### config.mk
export PLATFORM = sky130hd
export DESIGN_NAME = fw_interface_regs
export DESIGN_NICKNAME = d
export VERILOG_FILES = /design/src/rtl/fw_interface_regs.sv
export SDC_FILE = /design/constraint.sdc
export NUM_CORES = 1
export LEC_CHECK = 0
export BUFFER_PORTS_ARGS = -buffer_cell sky130_fd_sc_hd__buf_2
export CAP_MARGIN = 20
export CORE_ASPECT_RATIO = 0.75
export CORE_UTILIZATION = 30
export CTS_BUF_LIST = sky130_fd_sc_hd__clkbuf_8
export CTS_CLUSTER_DIAMETER = 40
export DETAILED_ROUTE_END_ITERATION = 10
export PLACE_DENSITY = 0.51
export SYNTH_ARGS = -nofsm -noshare
export SYNTH_HDL_FRONTEND = slang
export SYNTH_SLANG_ARGS = --single-unit
### constraint.sdc
create_clock -name wb_clk_i -period 2 [get_ports wb_clk_i]
set_input_delay 0.1 -clock wb_clk_i [delete_from_list [all_inputs] [get_ports wb_clk_i]]
set_output_delay 0.1 -clock wb_clk_i [all_outputs]
set_load 0.01 [all_outputs]
### src/rtl/fw_interface_regs.sv
// fw_interface_regs: Wishbone classic slave through which SoC firmware
// reports test progress to the simulation bench. It holds report/warning/
// error/expected/measured words, assembles a NUL-terminated string one
// byte per write, and issues fixed-length one-shot event strobes.
//
// Bus handshake: an access is accepted on the rising edge where
// wb_cyc_i & wb_stb_i are high and wb_ack_o is low. That same edge raises
// wb_ack_o for exactly one cycle, applies any write side effects, and
// registers read data so wb_dat_o is valid while wb_ack_o is high.
module fw_interface_regs #(
  parameter int unsigned PULSE_CYCLES = 4
) (
  input  logic        wb_clk_i,
  input  logic        wb_rst_i,
  input  logic [4:0]  wb_adr_i,
  input  logic [31:0] wb_dat_i,
  input  logic [3:0]  wb_sel_i,
  input  logic        wb_we_i,
  input  logic        wb_cyc_i,
  input  logic        wb_stb_i,
  output logic [31:0] wb_dat_o,
  output logic        wb_ack_o,
  output logic        new_report,
  output logic        new_warning,
  output logic        new_error,
  output logic        new_compare,
  output logic [31:0] report_reg,
  output logic [31:0] warning_reg,
  output logic [31:0] error_reg,
  output logic [31:0] expected_reg,
  output logic [31:0] measured_reg,
  output logic [5:0]  index,
  output logic [7:0]  data,
  output logic        write_mem,
  output logic [1:0]  fsm_state_o
);

  // Register indices taken from wb_adr_i[4:2].
  localparam logic [2:0] REG_CTRL     = 3'd0;
  localparam logic [2:0] REG_REPORT   = 3'd1;
  localparam logic [2:0] REG_WARNING  = 3'd2;
  localparam logic [2:0] REG_ERROR    = 3'd3;
  localparam logic [2:0] REG_EXPECTED = 3'd4;
  localparam logic [2:0] REG_MEASURED = 3'd5;
  localparam logic [2:0] REG_STRING   = 3'd6;
  localparam logic [2:0] REG_STATUS   = 3'd7;

  // Last string location is reserved for the terminator.
  localparam logic [5:0] PTR_LAST = 6'd63;
  localparam logic [3:0] CNT_LOAD = 4'(PULSE_CYCLES - 1);

  typedef enum logic [1:0] {
    ST_IDLE  = 2'd0,
    ST_PULSE = 2'd1,
    ST_GAP   = 2'd2
  } state_t;

  // Registered state
  logic        ack_q,      ack_d;
  logic [31:0] rdata_q,    rdata_d;
  logic [31:0] report_q,   report_d;
  logic [31:0] warning_q,  warning_d;
  logic [31:0] error_q,    error_d;
  logic [31:0] expected_q, expected_d;
  logic [31:0] measured_q, measured_d;
  logic [5:0]  wr_ptr_q,   wr_ptr_d;
  logic [5:0]  index_q,    index_d;
  logic [7:0]  data_q,     data_d;
  logic        wmem_q,     wmem_d;
  logic        dropped_q,  dropped_d;
  logic        overflow_q, overflow_d;
  state_t      state_q,    state_d;
  logic [3:0]  cnt_q,      cnt_d;
  logic [3:0]  trig_q,     trig_d;

  // Decoded access qualifiers
  logic       acc;
  logic       wr_acc;
  logic       rd_acc;
  logic [2:0] reg_idx;
  logic       ctrl_trig;
  logic       busy;
  logic       unused_adr;

  assign acc       = wb_cyc_i & wb_stb_i & ~ack_q;
  assign wr_acc    = acc & wb_we_i;
  assign rd_acc    = acc & ~wb_we_i;
  assign reg_idx   = wb_adr_i[4:2];
  assign ctrl_trig = wr_acc && (reg_idx == REG_CTRL) && (wb_dat_i[3:0] != 4'b0);
  assign busy      = (state_q != ST_IDLE);
  // Byte-lane address bits carry no meaning for word registers.
  assign unused_adr = ^wb_adr_i[1:0];

  // Merge write data into a register honouring the byte enables.
  function automatic logic [31:0] byte_merge(input logic [31:0] old_val,
                                             input logic [31:0] new_val,
                                             input logic [3:0]  be);
    logic [31:0] res;
    res = old_val;
    for (int i = 0; i < 4; i++) begin
      if (be[i]) res[8*i +: 8] = new_val[8*i +: 8];
    end
    return res;
  endfunction

  // Bus decode: ack generation, read mux, register writes, string and status.
  always_comb begin
    ack_d      = acc;
    rdata_d    = 32'b0;
    report_d   = report_q;
    warning_d  = warning_q;
    error_d    = error_q;
    expected_d = expected_q;
    measured_d = measured_q;
    wr_ptr_d   = wr_ptr_q;
    index_d    = index_q;
    data_d     = data_q;
    wmem_d     = 1'b0;
    dropped_d  = dropped_q;
    overflow_d = overflow_q;

    if (rd_acc) begin
      case (reg_idx)
        REG_REPORT:   rdata_d = report_q;
        REG_WARNING:  rdata_d = warning_q;
        REG_ERROR:    rdata_d = error_q;
        REG_EXPECTED: rdata_d = expected_q;
        REG_MEASURED: rdata_d = measured_q;
        REG_STATUS:   rdata_d = {23'b0, wr_ptr_q, overflow_q, dropped_q, busy};
        default:      rdata_d = 32'b0;
      endcase
    end

    if (wr_acc) begin
      case (reg_idx)
        REG_REPORT:   report_d   = byte_merge(report_q,   wb_dat_i, wb_sel_i);
        REG_WARNING:  warning_d  = byte_merge(warning_q,  wb_dat_i, wb_sel_i);
        REG_ERROR:    error_d    = byte_merge(error_q,    wb_dat_i, wb_sel_i);
        REG_EXPECTED: expected_d = byte_merge(expected_q, wb_dat_i, wb_sel_i);
        REG_MEASURED: measured_d = byte_merge(measured_q, wb_dat_i, wb_sel_i);
        REG_STRING: begin
          if (wb_sel_i[0]) begin
            if (wb_dat_i[7:0] == 8'h00) begin
              // Terminator: always written, then the string restarts at 0.
              wmem_d   = 1'b1;
              index_d  = wr_ptr_q;
              data_d   = 8'h00;
              wr_ptr_d = 6'd0;
            end else if (wr_ptr_q != PTR_LAST) begin
              wmem_d   = 1'b1;
              index_d  = wr_ptr_q;
              data_d   = wb_dat_i[7:0];
              wr_ptr_d = wr_ptr_q + 6'd1;
            end else begin
              overflow_d = 1'b1;
            end
          end
        end
        REG_STATUS: begin
          if (wb_sel_i[0]) begin
            if (wb_dat_i[1]) dropped_d  = 1'b0;
            if (wb_dat_i[2]) overflow_d = 1'b0;
          end
        end
        default: ;
      endcase
    end

    // A trigger arriving while a pulse sequence is running is lost.
    if (ctrl_trig && busy) dropped_d = 1'b1;
  end

  // Bus-side register state.
  always_ff @(posedge wb_clk_i) begin
    if (!wb_rst_i) begin
      ack_q      <= 1'b0;
      rdata_q    <= 32'b0;
      report_q   <= 32'b0;
      warning_q  <= 32'b0;
      error_q    <= 32'b0;
      expected_q <= 32'b0;
      measured_q <= 32'b0;
      wr_ptr_q   <= 6'd0;
      index_q    <= 6'd0;
      data_q     <= 8'd0;
      wmem_q     <= 1'b0;
      dropped_q  <= 1'b0;
      overflow_q <= 1'b0;
    end else begin
      ack_q      <= ack_d;
      rdata_q    <= rdata_d;
      report_q   <= report_d;
      warning_q  <= warning_d;
      error_q    <= error_d;
      expected_q <= expected_d;
      measured_q <= measured_d;
      wr_ptr_q   <= wr_ptr_d;
      index_q    <= index_d;
      data_q     <= data_d;
      wmem_q     <= wmem_d;
      dropped_q  <= dropped_d;
      overflow_q <= overflow_d;
    end
  end

  // Pulse FSM next state: latch triggers in IDLE, hold for PULSE_CYCLES, one-cycle gap.
  always_comb begin
    state_d     = state_q;
    cnt_d       = cnt_q;
    trig_d      = trig_q;
    new_report  = 1'b0;
    new_warning = 1'b0;
    new_error   = 1'b0;
    new_compare = 1'b0;

    case (state_q)
      ST_IDLE: begin
        if (ctrl_trig) begin
          state_d = ST_PULSE;
          cnt_d   = CNT_LOAD;
          trig_d  = wb_dat_i[3:0];
        end
      end
      ST_PULSE: begin
        new_report  = trig_q[0];
        new_warning = trig_q[1];
        new_error   = trig_q[2];
        new_compare = trig_q[3];
        if (cnt_q == 4'd0) begin
          state_d = ST_GAP;
        end else begin
          cnt_d = cnt_q - 4'd1;
        end
      end
      ST_GAP: begin
        // Strobes low for one cycle so the next trigger is a clean edge.
        state_d = ST_IDLE;
        trig_d  = 4'b0;
      end
      default: begin
        state_d = ST_IDLE;
        trig_d  = 4'b0;
      end
    endcase
  end

  // Pulse FSM state register.
  always_ff @(posedge wb_clk_i) begin
    if (!wb_rst_i) begin
      state_q <= ST_IDLE;
      cnt_q   <= 4'd0;
      trig_q  <= 4'b0;
    end else begin
      state_q <= state_d;
      cnt_q   <= cnt_d;
      trig_q  <= trig_d;
    end
  end

  assign wb_ack_o     = ack_q;
  assign wb_dat_o     = rdata_q;
  assign report_reg   = report_q;
  assign warning_reg  = warning_q;
  assign error_reg    = error_q;
  assign expected_reg = expected_q;
  assign measured_reg = measured_q;
  assign index        = index_q;
  assign data         = data_q;
  assign write_mem    = wmem_q;
  assign fsm_state_o  = state_q;

endmodule

# After elaboration in Yosys (flattened, before gate mapping)
# Cells that the tools add are included.
totals:
  input_bits: 46
  regBits: 226
  out_inout_bits: 214
classes:
  mux: 32
  n_eq_ne: 17
  n_bitwise: 7
  addsub: 2
  n_reduce_logical: 44
op_table:
  columns: ["op", "count"]
  rows:
  - ["$pmux W32 S6", 1]
  - ["$reduce_and A3 Y1", 21]
  - ["$mux W6", 4]
  - ["$mux W1", 16]
  - ["$mux W8", 2]
  - ["$ne A2 B2 Y1 const B", 8]
  - ["$pmux W4 S2", 2]
  - ["$reduce_bool A2 Y1", 8]
  - ["$eq A3 B3 Y1 const B", 4]
  - ["$mux W4", 3]
  - ["$reduce_and A4 Y1", 3]
  - ["$logic_not A8 Y1", 1]
  - ["$reduce_and A7 Y1", 1]
  - ["$add A6 B1 Y6 const B", 1]
  - ["$eq A3 B2 Y1 const B", 2]
  - ["$ne A6 B6 Y1 const B", 1]
  - ["$reduce_and A2 Y1", 3]
  - ["$and A1 B1 Y1", 4]
  - ["$logic_not A4 Y1", 1]
  - ["$mux W2", 2]
  - ["$pmux W2 S2", 1]
  - ["$reduce_bool A4 Y1", 1]
  - ["$sub A4 B1 Y4 const B", 1]
  - ["$eq A3 B1 Y1 const B", 1]
  - ["other kinds (6)", 10]

# Longest topological paths before layout
depth:
  ltp_word: 8
  depth_mapped: 8
  ltp_nobuf: 6

# Least setup slack after synthesis
# OpenSTA, ideal clock, no wires.
synth_timing:
  path_type: "reg2reg"
  from: "reg ack_q (netlist: wb_ack_o)"
  to: "reg report_q[7] (netlist: report_reg[7])"
  setup_ps: 128
  required_time_ps: 1872
  setup_slack_ps: 164
  stages_incl_launch_ff: 7
  period_less_slack_ps: 1836
  arrival_ps: 1709
  path_cell_list: "dfxtp_1 -> and4b_1 -> clkbuf_1 -> clkbuf_1 -> nand3_1 -> mux2i_1 -> nor2_1"
synth_via:
  elab_chain_len: 4
synth_lines:
  columns: ["element", "line", "source"]
  rows:
  - ["start: declaration", "59", "logic ack_q, ack_d;"]
  - ["start signal: assignment", "190", "ack_q <= ack_d;"]
  - ["$not A1 Y1", "85", "assign acc = wb_cyc_i & wb_stb_i & ~ack_q;"]
  - ["$and A1 B1 Y1", "85", null]
  - ["$and A1 B1 Y1", "86", "assign wr_acc = acc & wb_we_i;"]
  - ["$reduce_and A3 Y1 (no source line)", null, null]
  - ["end signal: assignment", "192", "report_q <= report_d;"]
  - ["end: declaration", "61", "logic [31:0] report_q, report_d;"]
# Every way passes these cells.
# A chain may end at the register's enable or synchronous reset.

# Worst setup path after layout
layout_timing:
  from: "in wb_dat_i[4]"
  to: "reg wr_ptr_q[2]"
layout_via:
  elab_chain_len: 3
  elab_cells_between_ends: 4
  classes_between: "1 x mux; 3 x reduce/logical"
layout_lines:
  columns: ["element", "line", "source"]
  rows:
  - ["start: declaration", "16", "input logic [31:0] wb_dat_i,"]
  - ["$logic_not A8 Y1 *", "143", "if (wb_dat_i[7:0] == 8'h00) begin"]
  - ["$reduce_bool A2 Y1 (no source line)", null, null]
  - ["$reduce_and A4 Y1 (no source line)", null, null]
  - ["end signal: assignment", "197", "wr_ptr_q <= wr_ptr_d;"]
  - ["end: declaration", "66", "logic [5:0] wr_ptr_q, wr_ptr_d;"]
# Every way passes the cells marked *; elsewhere a longest branch is shown, timed or not.

==> results.md <==
* Core Area at 30210 um2
* RSZ-0062 raised after global routing: false
* Beginning of the worst hold path: wb_dat_i[0]
* Dpl hpwl at 23.88 mm
* Yosys top cell by area: dfxtp_1
* Async set or reset register ratio after synthesis at 0
* Crit path DAT at 2.32 ns
* Largest cells by area after synthesis: dfxtp_1, mux2i_1, nor2_1
* Placed cell areas at 11340 um2
* Largest family of logic cells by synthesized area: multiplexers
* Worst setup SP type: primary input
* Global-route wire length before repair at 49.76 mm
* Footprint of the multi-input gates at 4443 um2
* Antenna Cells at 0
* Die X at 204.6 um
* Pleak at 6.620 nW
* Die area at 31500 um2
* Compound-Gate Fraction of Synth Area at 0.09021
* WL met1 at 16.71 mm
* XOR/XNOR Fraction of Synth Area at 0.001896
* Synth Area in Simple Gates at 0.1558
* Clock Latency Late Sink at 0.56 ns
* Setup CP Type: in2reg
* Power per cell area at 783.2 nW/um2
* Finished Cell Area at 12550 um2
* Slew HR at 0.4831
* Total of fill cells in the finished design at 2996
* Crit. Startpoint: wb_dat_i[4]
* Remaining DRCs at 0
* Total negative slack at 0 ns
* Fin. Hold Viols at 0
* Final Setup Violations at 0
* Number of global-route vias before repair at 7920
* H-Tree Depth at 2
* Largest net degree at the start of global routing at 56
* Max frequency at 546.2 MHz
* Crit share post-route at 0.9154
* Max cap viols at 0
* Non-Filler Instances at 1704
* Post-synthesis mux area share at 0.2269
* Syn Inst Count at 942
* Post-synth top cells: dfxtp_1, nor2_1, mux2i_1, clkbuf_1, a21oi_1
* CTS Buffer Depth at 3
* Distinct cell type count after synthesis at 51
* Via count at 8305
* Wirelength per Cell at 19.88 um
* Remaining Overflow, GRT at 0
* Flops & latches, synth at 226
* Num ports at 260
* Die height at 154.0 um
* Routed Antenna Nets at 0
* Worst-Margin Slew at 0.7753 ns
* Worst-path clk slew at 0.06 ns
* Vias per inst at 4.874
* Sequential share of the synthesized area at 0.4898
* Total power at 9.830 mW
* TritonCTS Buffers at 41
* # nets final at 1325
* Most frequent cell after synthesis: dfxtp_1
* Port bufs at 257
* Core Rows at 55
* Drt pass-1 iters at 5
* Initial antenna violation count at 0
* Placer Congestion at 0.7837
* GR Util All Layers at 0.2093
* CP Max Fanout at 9
* Syn. warnings at 0
* Final wirelength at 33.87 mm
* Dominant synthesized flop cell: dfxtp_1
* Met3 WL at 2.224 mm
* Clk_skew at 0.01785 ns
* Metal2 WL at 14.35 mm
* Setup Buffers After CTS at 0
* Share of Yosys cell area claimed by the top area cell type at 0.4898
* EDFF count, synth at 0
* Dpl cells at 1599
* Max-slew violations at 0
* Syn-to-layout area delta at 35.87%
* Register Area at 4524 um2
* CTS tree: done
* Cell Area, Synth at 9238 um2
* Share of cells above drive strength 1 at 0.3188
* R2r startpoint: wr_ptr_q[0]$_SDFFE_PN0P_
* Crit path time final at 1.831 ns
* Adder-cell share of the synthesized area at 0.004063
* Hold Crit Class: in2reg
* Avg Cell Area, Syn at 9.806 um2
* Root buffer cell: clkbuf_8
* Outcome: finished, final reports clean
* Starting density of the core at 0.3058
* Req. time, crit path at 2.49 ns
* Critical Path End Type: register
* VDD IR max at 0.0003737 V
* CTS Sinks at 226
* Final core utilization at 0.4154
* Initial drt markers at 570
* Syn Nets at 991
* Uppermost layer routed: met4
==> stage by stage <==
step | worst slack [ns] | hold WS (ns)
final | 0.1693 | 0.04035
after global routing | 0.03362 | 0.02517
after CTS | 0.1668 | 0.007434
after detailed placement | 0.03075 | 0.4054
after global placement | 0.09324 | 0.4031
after floorplan | 0.1636 | 0.2439
==> final timing paths <==
| path | depth (start not counted) | end | slack (ns) |
|---|---|---|---|
| max reg2reg | 6 | data[4]$_SDFFE_PN0P_ | 0.22 |
| min | 4 | data[0]$_SDFFE_PN0P_ | 0.04 |
| min reg2reg | 2 | index[1]$_SDFFE_PN0P_ | 0.46 |
| max | 6 | wr_ptr_q[2]$_SDFFE_PN0P_ | 0.17 |
==> power by group <==
part	switching, mW	total (mW)	internal (mW)	leakage, nW
combinational	0.369	0.585	0.216	4.32
clock	2.04	4.71	2.68	0.479
sequential	0.0130	4.53	4.52	1.82
total	2.42	9.83	7.41	6.62
==> metal layers <==
layer / vias to the layer above / track usage
li1: 4017 / -
met1: 3960 / 0.3048
met2: 283 / 0.3063
met3: 45 / 0.04663
met4: 0 / 0.05757
met5: - / 0
==> cell type report <==
class,instances,area share
clock buffers,50,0.05483
clock inverters,22,0.01565
inverters,6,0.001994
multi-input cells,645,0.3540
flip-flops and latches,226,0.3605
well taps,399,0.03978
repair buffers,356,0.1733
==> cell families after synthesis <==
logic type,count (synthesis)
xor gates and xnor gates,2
adders and majority gates,3
AOI/OAI and AO/OA,116
muxes,208
buffers and inverters,71
DFF,226
and+or+nand+nor,316
==> critical path, stage by stage <==
cell and delay (ns):
dlygate4sd3_1 0.52, buf_2 0.12, or4_1 0.63, o211a_2 0.37
or4_1 0.42, a21oi_1 0.16
==> repair_timing <==
item                       in CTS  in global routing
setup endpoints to repair       0                  4
hold buffers                   33                  0
hold endpoints to repair      165                  0
gates resized for setup         0                  1
==> layout by cell type (no fill, tap or decap), drive strengths merged, types with 3 or more instances in the layout <==
cell         synthesis  routed
nand2b               5       5
a221oi              10      10
clkinv               2       6
mux2                11      11
a222oi              14      14
clkinvlp             0       3
nor2               199     199
or3                  4       4
nor3b                3       3
o2bb2ai             12      12
nor4                 4       4
or4                  3       3
and2                 6       6
nand3               37      37
a211oi               4       4
nor3                10      10
ha                   3       3
a21oi               36      36
buf                 11     323
o21ai               14      14
dlygate4sd3          0      33
mux2i              197     197
a22o                14      14
nand2               23      23
nor2b                7       7
clkbuf              54      50
bufinv               0       3
dfxtp              226     226
inv                  4      16
No activity file was read; power rests on OpenSTA's default activity.
